$ cat config.mk
export PLATFORM = sky130hd
export DESIGN_NAME = mesi_isc_param_fifo
export DESIGN_NICKNAME = d
export VERILOG_FILES = /design/src/rtl/mesi_isc_fifo_pkg.sv /design/src/rtl/mesi_isc_fifo_ptr.sv /design/src/rtl/mesi_isc_param_fifo.sv
export SDC_FILE = /design/constraint.sdc
export NUM_CORES = 1
export LEC_CHECK = 0
export CAP_MARGIN = 10
export CORE_MARGIN = 2
export CORE_UTILIZATION = 35
export CTS_CLUSTER_SIZE = 30
export DETAILED_ROUTE_END_ITERATION = 8
export SLEW_MARGIN = 10
export SYNTH_ARGS = -nofsm -noshare
export SYNTH_HDL_FRONTEND = slang
export SYNTH_SLANG_ARGS = --single-unit
$ cat constraint.sdc
create_clock -name clk -period 2.76 [get_ports clk]
set_input_delay 0.276 -clock clk [delete_from_list [all_inputs] [get_ports clk]]
set_output_delay 0.276 -clock clk [all_outputs]
set_load 0.005 [all_outputs]
$ cat src/rtl/mesi_isc_fifo_pkg.sv
// Shared constants and helpers for the parameterised MESI ISC FIFO.
package mesi_isc_fifo_pkg;

  // Default geometry of the FIFO.
  localparam int FIFO_DATA_WIDTH_DEF = 32;
  localparam int FIFO_SIZE_DEF       = 4;
  localparam int FIFO_SIZE_LOG2_DEF  = 2;
  localparam int FIFO_AEMPTY_THR_DEF = 1;

  // Widest pointer the count helper supports (FIFO_SIZE_LOG2 + 1 must be below this).
  localparam int FIFO_PTR_MAX_W = 16;

  typedef logic [FIFO_PTR_MAX_W-1:0] fifo_ptr_t;

  // Occupancy from two zero-extended wrap-bit pointers. The caller keeps the
  // low FIFO_SIZE_LOG2+1 bits, which gives the difference modulo the pointer
  // range, so a full FIFO reads as FIFO_SIZE rather than 0.
  function automatic fifo_ptr_t fifo_count(input fifo_ptr_t ptr_wr,
                                           input fifo_ptr_t ptr_rd);
    return ptr_wr - ptr_rd;
  endfunction

endpackage

$ cat src/rtl/mesi_isc_fifo_ptr.sv
// Wrap-bit FIFO pointer: the low bits index an entry, the MSB flips on each
// pass through the storage. Clear has priority over increment.
module mesi_isc_fifo_ptr
  import mesi_isc_fifo_pkg::*;
#(
  parameter int PTR_W = FIFO_SIZE_LOG2_DEF + 1
) (
  input  logic             clk,
  input  logic             rst,
  input  logic             clr,
  input  logic             inc,
  output logic [PTR_W-1:0] ptr
);

  // Pointer register; wraps naturally through the full PTR_W range.
  always_ff @(posedge clk or negedge rst) begin
    if (!rst) begin
      ptr <= '0;
    end else if (clr) begin
      ptr <= '0;
    end else if (inc) begin
      ptr <= ptr + PTR_W'(1);
    end
  end

endmodule

$ cat src/rtl/mesi_isc_param_fifo.sv
// Parameterised first-word-fall-through FIFO with registered-pointer status,
// synchronous flush and sticky overflow/underflow flags.
module mesi_isc_param_fifo
  import mesi_isc_fifo_pkg::*;
#(
  parameter int DATA_WIDTH     = FIFO_DATA_WIDTH_DEF,
  parameter int FIFO_SIZE      = FIFO_SIZE_DEF,
  parameter int FIFO_SIZE_LOG2 = FIFO_SIZE_LOG2_DEF,
  parameter int AFULL_THR      = FIFO_SIZE - 1,
  parameter int AEMPTY_THR     = FIFO_AEMPTY_THR_DEF
) (
  input  logic                    clk,
  input  logic                    rst,
  input  logic                    flush_i,
  input  logic                    clr_err_i,
  input  logic                    wr_i,
  input  logic                    rd_i,
  input  logic [DATA_WIDTH-1:0]   data_i,
  output logic [DATA_WIDTH-1:0]   data_o,
  output logic                    status_empty_o,
  output logic                    status_full_o,
  output logic                    status_afull_o,
  output logic                    status_aempty_o,
  output logic [FIFO_SIZE_LOG2:0] count_o,
  output logic                    overflow_o,
  output logic                    underflow_o
);

  localparam int PW = FIFO_SIZE_LOG2 + 1;

  logic [PW-1:0]             ptr_wr;
  logic [PW-1:0]             ptr_rd;
  logic [FIFO_SIZE_LOG2-1:0] wr_idx;
  logic [FIFO_SIZE_LOG2-1:0] rd_idx;
  logic                      empty;
  logic                      full;
  logic                      rd_acc;
  logic                      wr_acc;
  logic                      rd_go;
  logic                      wr_go;
  logic                      ovf_set;
  logic                      unf_set;
  logic [DATA_WIDTH-1:0]     mem [FIFO_SIZE];
  logic [DATA_WIDTH-1:0]     last_head;
  fifo_ptr_t                 cnt_wide;
  logic [31:0]               cnt_ext;
  logic                      unused_cnt_hi;

  assign wr_idx = ptr_wr[FIFO_SIZE_LOG2-1:0];
  assign rd_idx = ptr_rd[FIFO_SIZE_LOG2-1:0];

  // Empty/full decode straight from the registered pointers.
  assign empty = (ptr_wr == ptr_rd);
  assign full  = (wr_idx == rd_idx) && (ptr_wr[PW-1] != ptr_rd[PW-1]);

  // A read frees a slot in the same cycle, so a full FIFO can still take a write
  // alongside it; an empty FIFO never forwards the incoming write to the read.
  assign rd_acc = rd_i && !empty;
  assign wr_acc = wr_i && (!full || rd_acc);

  // Flush discards both requests for the cycle it is asserted.
  assign rd_go = rd_acc && !flush_i;
  assign wr_go = wr_acc && !flush_i;

  // Errors are only flagged for requests that are actually refused, not for
  // ones dropped by a flush.
  assign ovf_set = wr_i && !wr_acc && !flush_i;
  assign unf_set = rd_i && !rd_acc && !flush_i;

  mesi_isc_fifo_ptr #(.PTR_W(PW)) u_ptr_wr (
    .clk (clk),
    .rst (rst),
    .clr (flush_i),
    .inc (wr_go),
    .ptr (ptr_wr)
  );

  mesi_isc_fifo_ptr #(.PTR_W(PW)) u_ptr_rd (
    .clk (clk),
    .rst (rst),
    .clr (flush_i),
    .inc (rd_go),
    .ptr (ptr_rd)
  );

  // Entry storage; cleared on reset so no stale data is ever visible.
  always_ff @(posedge clk or negedge rst) begin
    if (!rst) begin
      for (int i = 0; i < FIFO_SIZE; i++) begin
        mem[i] <= '0;
      end
    end else if (wr_go) begin
      mem[wr_idx] <= data_i;
    end
  end

  // Remembers the head shown last cycle so data_o holds it once the FIFO drains.
  always_ff @(posedge clk or negedge rst) begin
    if (!rst) begin
      last_head <= '0;
    end else begin
      last_head <= data_o;
    end
  end

  assign data_o = empty ? last_head : mem[rd_idx];

  // Occupancy and threshold flags.
  assign cnt_wide      = fifo_count(fifo_ptr_t'(ptr_wr), fifo_ptr_t'(ptr_rd));
  assign count_o       = cnt_wide[PW-1:0];
  assign unused_cnt_hi = ^cnt_wide[FIFO_PTR_MAX_W-1:PW];
  assign cnt_ext       = 32'(count_o);

  assign status_empty_o  = empty;
  assign status_full_o   = full;
  assign status_afull_o  = (cnt_ext >= $unsigned(AFULL_THR));
  assign status_aempty_o = (cnt_ext <= $unsigned(AEMPTY_THR));

  // Sticky overflow flag; a new error beats a clear in the same cycle.
  always_ff @(posedge clk or negedge rst) begin
    if (!rst) begin
      overflow_o <= 1'b0;
    end else if (ovf_set) begin
      overflow_o <= 1'b1;
    end else if (clr_err_i) begin
      overflow_o <= 1'b0;
    end
  end

  // Sticky underflow flag; a new error beats a clear in the same cycle.
  always_ff @(posedge clk or negedge rst) begin
    if (!rst) begin
      underflow_o <= 1'b0;
    end else if (unf_set) begin
      underflow_o <= 1'b1;
    end else if (clr_err_i) begin
      underflow_o <= 1'b0;
    end
  end

endmodule

==> metrics.md, run 1 <==
| Metric | Value |
|---|---|
| Outcome | finished, final reports clean |
| Fin crit period | 2.67 ns |
| Avg WL per Cell | ~20 um |
| Synth cell count leaders | dfrtp_1 (168), mux2_4 (90), mux2_2 (71), mux4_2 (32), buf_2 (10) |
| Synth top area cells | dfrtp_1 (55%), mux2_4 (18%), mux2_2 (10%) |
| Final Slew Violations | 0 |
| Antenna violations before repair | 0 |
| Row count | between 50 and 60 |
| Combinational share of power | between 30% and 40% |
| # clock sinks | approximately 170 |
| Worst Path Arrival | 2.39 ns |
| Fraction of layout cells with a size suffix above 1 | approximately half |
| Critical Path Start Type | register |
| Sequential power share | between 40% and 50% |
| Area delta synth->final | 25.9% |
| Fmax | ~0.38 GHz |
| Antenna fix cells | 0 |
| Worst skew pair latency | between 0.4 and 0.5 ns |
| WL met2 | between 8 and 9 mm |
| Worst setup path class | register to output pin |
| Final worst path period share | ~97% |
| CTS tree | built |
| DP HPWL | around 10 mm |
| Warnings from Yosys | 0 |
| Leak pwr | between 0.004 and 0.005 uW |
| Register area share after synthesis | between 50% and 60% |
| Max layer used | met4 |
| Number of synthesized flops with an enable pin | 0 |
| Number of global-route vias before repair | approximately 4600 |
| CP Data Required Time | 2.48 ns |
| Root buffer cell | clkbuf_16 |
| Net Switching | 2310 uW |
| Internal power | 6510 uW |
| Post-Syn Instances | about 440 |
| CP Capture Point | data_o[11] |
| Top-count cell post-synth | dfrtp_1 |
| M1 WL | 7.62 mm |
| Tightest Pin Transition | roughly 0.63 ns |
| Total track usage | 15.3% |
| Unique masters post-synth | 31 |
| R2R Path Start | u_ptr_rd.ptr[2] |
| Inserted Clock Buffers | 17 |
| Share of the synthesized area in the top cell type | between 50% and 60% |
| Stages on worst setup path | 7 |
| CP endpoint kind | output pin |
| Via density | 4.86 |
| # DRC | 0 |
| Clock Skew | around 0.0067 ns |
| Total grt overflow | 0 |
| Largest net degree at the start of global routing | 59 |
| Util after Layout | between 40% and 50% |
| Crit-path leading delay family | buffers and inverters |
| Sw Share | a little over a quarter |
| Worst path cell trace | ha_4, nand2_2, nor2_4, buf_6, buf_4, mux2_2, clkdlybuf4s50_1 |
| 1st-iter DRT viols | 134 |
| Pre-CTS setup slack | ~0.29 ns |
| H-tree levels | 4 |
| Netlist Area Pre-Place | around 7700 um^2 |
| R2R Setup Slk | 0.56 ns |
| Fill cells | about 1900 |
| Final WS setup | between 0.09 and 0.1 ns |
| Port Buffers | 78 |
| Largest area contributor in the netlist | dfrtp_1 |
| Endpoints failing hold | 0 |
| Post-synth top flop | dfrtp_1 |
| Peak VDD IR | about 0.39 mV |
| Worst-path clk slew | approximately 0.060 ns |
| Die Y | about 150 um |
| Max Cap Viol | 0 |
| I/O pin total | between 70 and 80 |
| Final-stage net count | 590 |
| Die outline width | about 150 um |
| Crit path max fanout | 3 |
| Starting Density | a little over a third |
| Met3 wire length | around 600 um |
| Placer Congestion | roughly 0.74 |
| CORE AREA | between 20000 and 25000 um^2 |
| Worst r2r path cells | 4 |
| Post-synth ARST share | 100% |
| RSZ-0062 raised after global routing | yes |
| Max stage delay on crit path | roughly 0.48 ns |
| Detail Route Antenna Nets | 0 |
| Critical Path Slowest Stage Cell | dfrtp_2 |
| Setup crit start | u_ptr_rd.ptr[0] |
| Cell Pwr Density | ~900 nW/um^2 |
| Clock Tree Buf Depth | 2 |
| Final Setup Violations | 0 |
| 1st-pass router iterations | 4 |
| Buffer and inverter count on the worst path | 3 |
| Power share of the clock group | between 20 and 25% |
| Worst slew margin | 57.9% |
| Avg Inst Size Synth | roughly 17 um^2 |
| Post-synth net total | roughly 490 |
| Detailed-route via count | 4061 |
| Min-Delay Path Class | primary input to async pin |
| Die ar. | between 20000 and 25000 um^2 |
| R2r endpoint | mem[63] |
| Register bit total from synthesis | 168 |
| First-pass GRT wire length | roughly 28 mm |
| Final wirelength | approximately 17 mm |
[repair_timing]
action	4_1_cts	5_1_grt
endpoints found under the setup margin	31	15
hold buffers	1	0
hold endpoints to repair	56	0
pin swaps	1	2
cloned	2	0
setup buffers	6	5
gates resized for setup	27	8
[layer usage]
metal	GRT usage, %	vias up
li1	-	1832
met1	20.4	2156
met2	25.1	63
met3	3.90	10
met4	3.96	0
met5	0	-
[worst min-delay path by stage]
| stage | start | endpoint |
|---|---|---|
| 2_1_floorplan | rst | last_head[0] |
| 3_3_place_gp | rst | last_head[18] |
| 3_5_place_dp | rst | mem[114] |
| 4_1_cts | rst | mem[18] |
| 5_1_grt | rst | mem[114] |
| 6_report | rst | mem[114] |
[power by group through the flow]
stage	Clock [uW]	Sequential [uW]	Combinational, uW
floorplan	0	3540	1800
global placement	0	3610	2920
detailed placement	0	3680	2970
CTS	2240	3640	3040
global route	2360	3740	3270
finish	2180	3640	3010
[sequential cells by signal, summed over array words and instances, names as in the netlist]
signal / cells
mem: 128
overflow_o: 1
underflow_o: 1
u_ptr_wr.ptr: 3
last_head: 32
u_ptr_rd.ptr: 3
[area by class of cell]
| cell class | count | area, um^2 | share of cell area, % |
|---|---|---|---|
| flip-flops and latches | 168 | 4210 | 43.4 |
| multi-input cells | 241 | 3350 | 34.5 |
| repair buffers | 108 | 1230 | 12.7 |
| clock buffers | 23 | 488 | 5.03 |
| well taps | 280 | 350 | 3.61 |
| clock inverters | 8 | 47.5 | 0.490 |
| inverters | 8 | 30.0 | 0.309 |
[per-stage QoR]
| stage | hold WS (ns) | power, uW | instance area (um^2) | instances | setup TNS, ns |
|---|---|---|---|---|---|
| 2_1_floorplan | -0.0196 | 5340 | 7710 | 442 | 0 |
| 3_3_place_gp | 0.286 | 6540 | 8920 | 791 | 0 |
| 3_5_place_dp | 0.281 | 6650 | 8920 | 791 | 0 |
| 4_1_cts | 0.407 | 8920 | 9610 | 831 | -0.309 |
| 5_1_grt | 0.439 | 9370 | 9710 | 836 | -0.00487 |
| 6_report | 0.392 | 8820 | 9710 | 836 | 0 |
[kinds of logic (layout without fill, tap and decap cells)]
kind of cell / Yosys count / in the layout / synth area share (%)
and+or+nand+nor: 20 / 20 / 1.28
xor gates and xnor gates: 3 / 3 / 0.438
muxes: 196 / 196 / 37.7
adders and majority gates: 8 / 8 / 1.40
buffers and inverters: 33 / 147 / 2.65
DFF: 168 / 168 / 54.6
AOI/OAI and AO/OA: 14 / 14 / 2.00
[cell usage in the layout (no fill, tap or decap), types with 3 or more instances in the layout]
cell             Yosys  final
clkbuf_16            0     17
buf_4                0     11
dfrtp_1            168    165
clkbuf_8             0      4
o311a_4              3      3
dlygate4sd2_1        0     17
buf_12               0     14
inv_1                8      6
mux2_4              90     90
nand2_1              4      3
mux4_2              32     32
ha_1                 7      5
dfrtp_2              0      3
mux2_2              71     71
clkinvlp_4           0      3
clkinv_2             0      5
buf_6                9      3
clkdlybuf4s50_1      0     53
nor2_1               8      7
nor2b_1              3      3
dlymetal6s2s_1       0      7
Power figures use the tool's default switching activity.
==> run 2: changes to the inputs <==
--- a/config.mk
+++ b/config.mk
@@ -7,9 +7,11 @@
 export LEC_CHECK = 0
 export CAP_MARGIN = 10
 export CORE_MARGIN = 2
-export CORE_UTILIZATION = 35
+export CORE_UTILIZATION = 51
 export CTS_CLUSTER_SIZE = 30
 export DETAILED_ROUTE_END_ITERATION = 8
+export HOLD_SLACK_MARGIN = 0.06
+export PLACE_DENSITY = 0.76
 export SLEW_MARGIN = 10
 export SYNTH_ARGS = -nofsm -noshare
 export SYNTH_HDL_FRONTEND = slang
==> metrics.md, run 2 (synthesized netlist as in run 1, its figures left out) <==
| Metric | Value |
|---|---|
| Outcome | finished, final reports clean |
| Port Buffers | between 70 and 80 |
| Worst slew margin | between 50% and 60% |
| Largest registers | mem: 128 flops, last_head: 32 flops |
| Placer Congestion | about 0.83 |
| Avg WL per Cell | approximately 22 um |
| Placed instance area | 8780 um^2 |
| Critical Path Start Type | register |
| Antenna fix cells | 0 |
| Max Cap Viol | 0 |
| Fmax | roughly 0.37 GHz |
| Worst skew pair latency | between 0.4 and 0.5 ns |
| Starting Density | a little over half |
| Cell area after layout | 9640 um^2 |
| Most common cell after layout, fill and taps aside | dfrtp_1 |
| Leak pwr | 0.00428 uW |
| Final wirelength | roughly 16 mm |
| Fin crit period | between 2 and 3 ns |
| Area delta synth->final | 25.1% |
| H-tree levels | 4 |
| Clock Skew | roughly 0.0099 ns |
| CORE AREA | 14600 um^2 |
| Inserted Clock Buffers | 17 |
| # clock sinks | 168 |
| Die Y | between 100 and 150 um |
| CP Data Required Time | 2.48 ns |
| Cell Pwr Density | ~950 nW/um^2 |
| Total negative slack | 0 ns |
| R2R Path Start | u_ptr_rd.ptr[2] |
| Number of global-route vias before repair | ~4700 |
| Reg with most FFs | mem |
| CP endpoint kind | output pin |
| Worst Hold Margin | 0.319 ns |
| Max reg flops | ~130 |
| Commonest non-fill, non-tap cells in the layout | dfrtp_1 (165), mux2_4 (91), mux2_2 (70), clkdlybuf4s50_1 (52), mux4_2 (32) |
| I/O pin total | between 70 and 80 |
| Final Slew Violations | 0 |
| 1st-iter DRT viols | just under 200 |
| Row count | 44 |
| R2r endpoint | mem[96] |
| Fill cells | a little over 1000 |
| Die outline width | 127 um |
| CP Capture Point | data_o[29] |
| Largest net degree at the start of global routing | about 70 |
| Endpoints failing hold | 0 |
| DP HPWL | 9.52 mm |
| Setup crit start | u_ptr_rd.ptr[0] |
| Via density | 5.64 |
| Worst-path clk slew | ~0.060 ns |
| Final-stage net count | approximately 600 |
| Detailed-route via count | roughly 4200 |
| Clock Tree Buf Depth | 2 |
| Util after Layout | between 60% and 70% |
| Root buffer cell | clkbuf_16 |
| RSZ-0062 raised after global routing | yes |
| Fraction of layout cells with a size suffix above 1 | between 40% and 50% |
| Worst setup path class | register to output pin |
| Tightest Pin Transition | approximately 0.62 ns |
| R2R Setup Slk | roughly 0.56 ns |
| Total track usage | approximately a fifth |
| 1st-pass router iterations | 4 |
| Antenna violations before repair | 1 |
| First-pass GRT wire length | 26.0 mm |
| Worst Path Arrival | approximately 2.5 ns |
| CTS tree | built |
| Peak VDD IR | between 0.5 and 0.6 mV |
| Total grt overflow | 0 |
| Min-Delay Path Class | primary input to async pin |
| Worst r2r path cells | 4 |
| Final Setup Violations | 0 |
| Crit path max fanout | 8 |
| Final worst path period share | a little over nine tenths |
| Detail Route Antenna Nets | 0 |
| Die ar. | 16100 um^2 |
| # DRC | 0 |
run 2: changes by cell type in the layout (fill, tap and decap cells not counted), sizes merged:
cell           previous run  this run
bufinv                    0         4
clkinv                    5         4
clkdlybuf4s50            53        52
clkinvlp                  3         1
dlymetal6s2s              7         4
buf                      30        32
dlygate4sd2              17        21
run 2: worst min path at each step:
stage                    end  slack [ns]  from
6_report       last_head[18]        0.32   rst
5_1_grt              mem[82]        0.35   rst
2_1_floorplan   last_head[0]       -0.02   rst
4_1_cts        last_head[18]        0.33   rst
3_5_place_dp   last_head[18]        0.20   rst
3_3_place_gp   last_head[18]        0.20   rst
run 2: routing by layer:
metal / vias to the layer above / track usage [%] / share of wire, %
met3: 21 / 5.44 / 4.0
met1: 2243 / 28.8 / 46
met4: 2 / 6.27 / 1.0
met5: - / 0 / 0.081
met2: 88 / 34.2 / 49
li1: 1834 / - / -
run 2: critical path: stages, from the launching register on:
cell and delay (ns):
dfrtp_2 0.45, ha_4 0.29, nand2_2 0.07, nor2_4 0.13
buf_6 0.14, buf_12 0.15, mux2_2 0.35, clkdlybuf4s50_1 0.45
run 2: layout make-up:
| type | count | area (um^2) | area share (%) |
|---|---|---|---|
| clock inverters | 9 | 148 | 1.53 |
| well taps | 184 | 230 | 2.39 |
| flip-flops and latches | 168 | 4210 | 43.6 |
| clock buffers | 22 | 474 | 4.92 |
| repair buffers | 111 | 1190 | 12.4 |
| inverters | 8 | 30.0 | 0.311 |
| multi-input cells | 241 | 3360 | 34.8 |
run 2: repair_timing:
action | 4_1_cts | 5_1_grt
gates resized for setup | 31 | 6
setup buffers | 6 | 8
pin swaps | 1 | 0
hold buffers | 1 | 0
endpoints found under the setup margin | 31 | 11
gates cloned | 2 | 1
endpoints found under the hold margin | 35 | 0
run 2: where the power goes:
group | leakage (uW) | internal (uW) | total, uW | switching (uW)
Clock | 0.000306 | 1580 | 2490 | 917
Sequential | 0.00208 | 3280 | 3650 | 374
Combinational | 0.00189 | 2020 | 3060 | 1040
run 2: through the flow:
step                std cells  setup slack (ns)  total power, uW
finish                    743            0.0346             9200
global route              743           -0.0623             9670
CTS                       734          -0.00308             9190
detailed placement        694             0.314             6600
global placement          694             0.393             6460
floorplan                 442            0.0332             5340
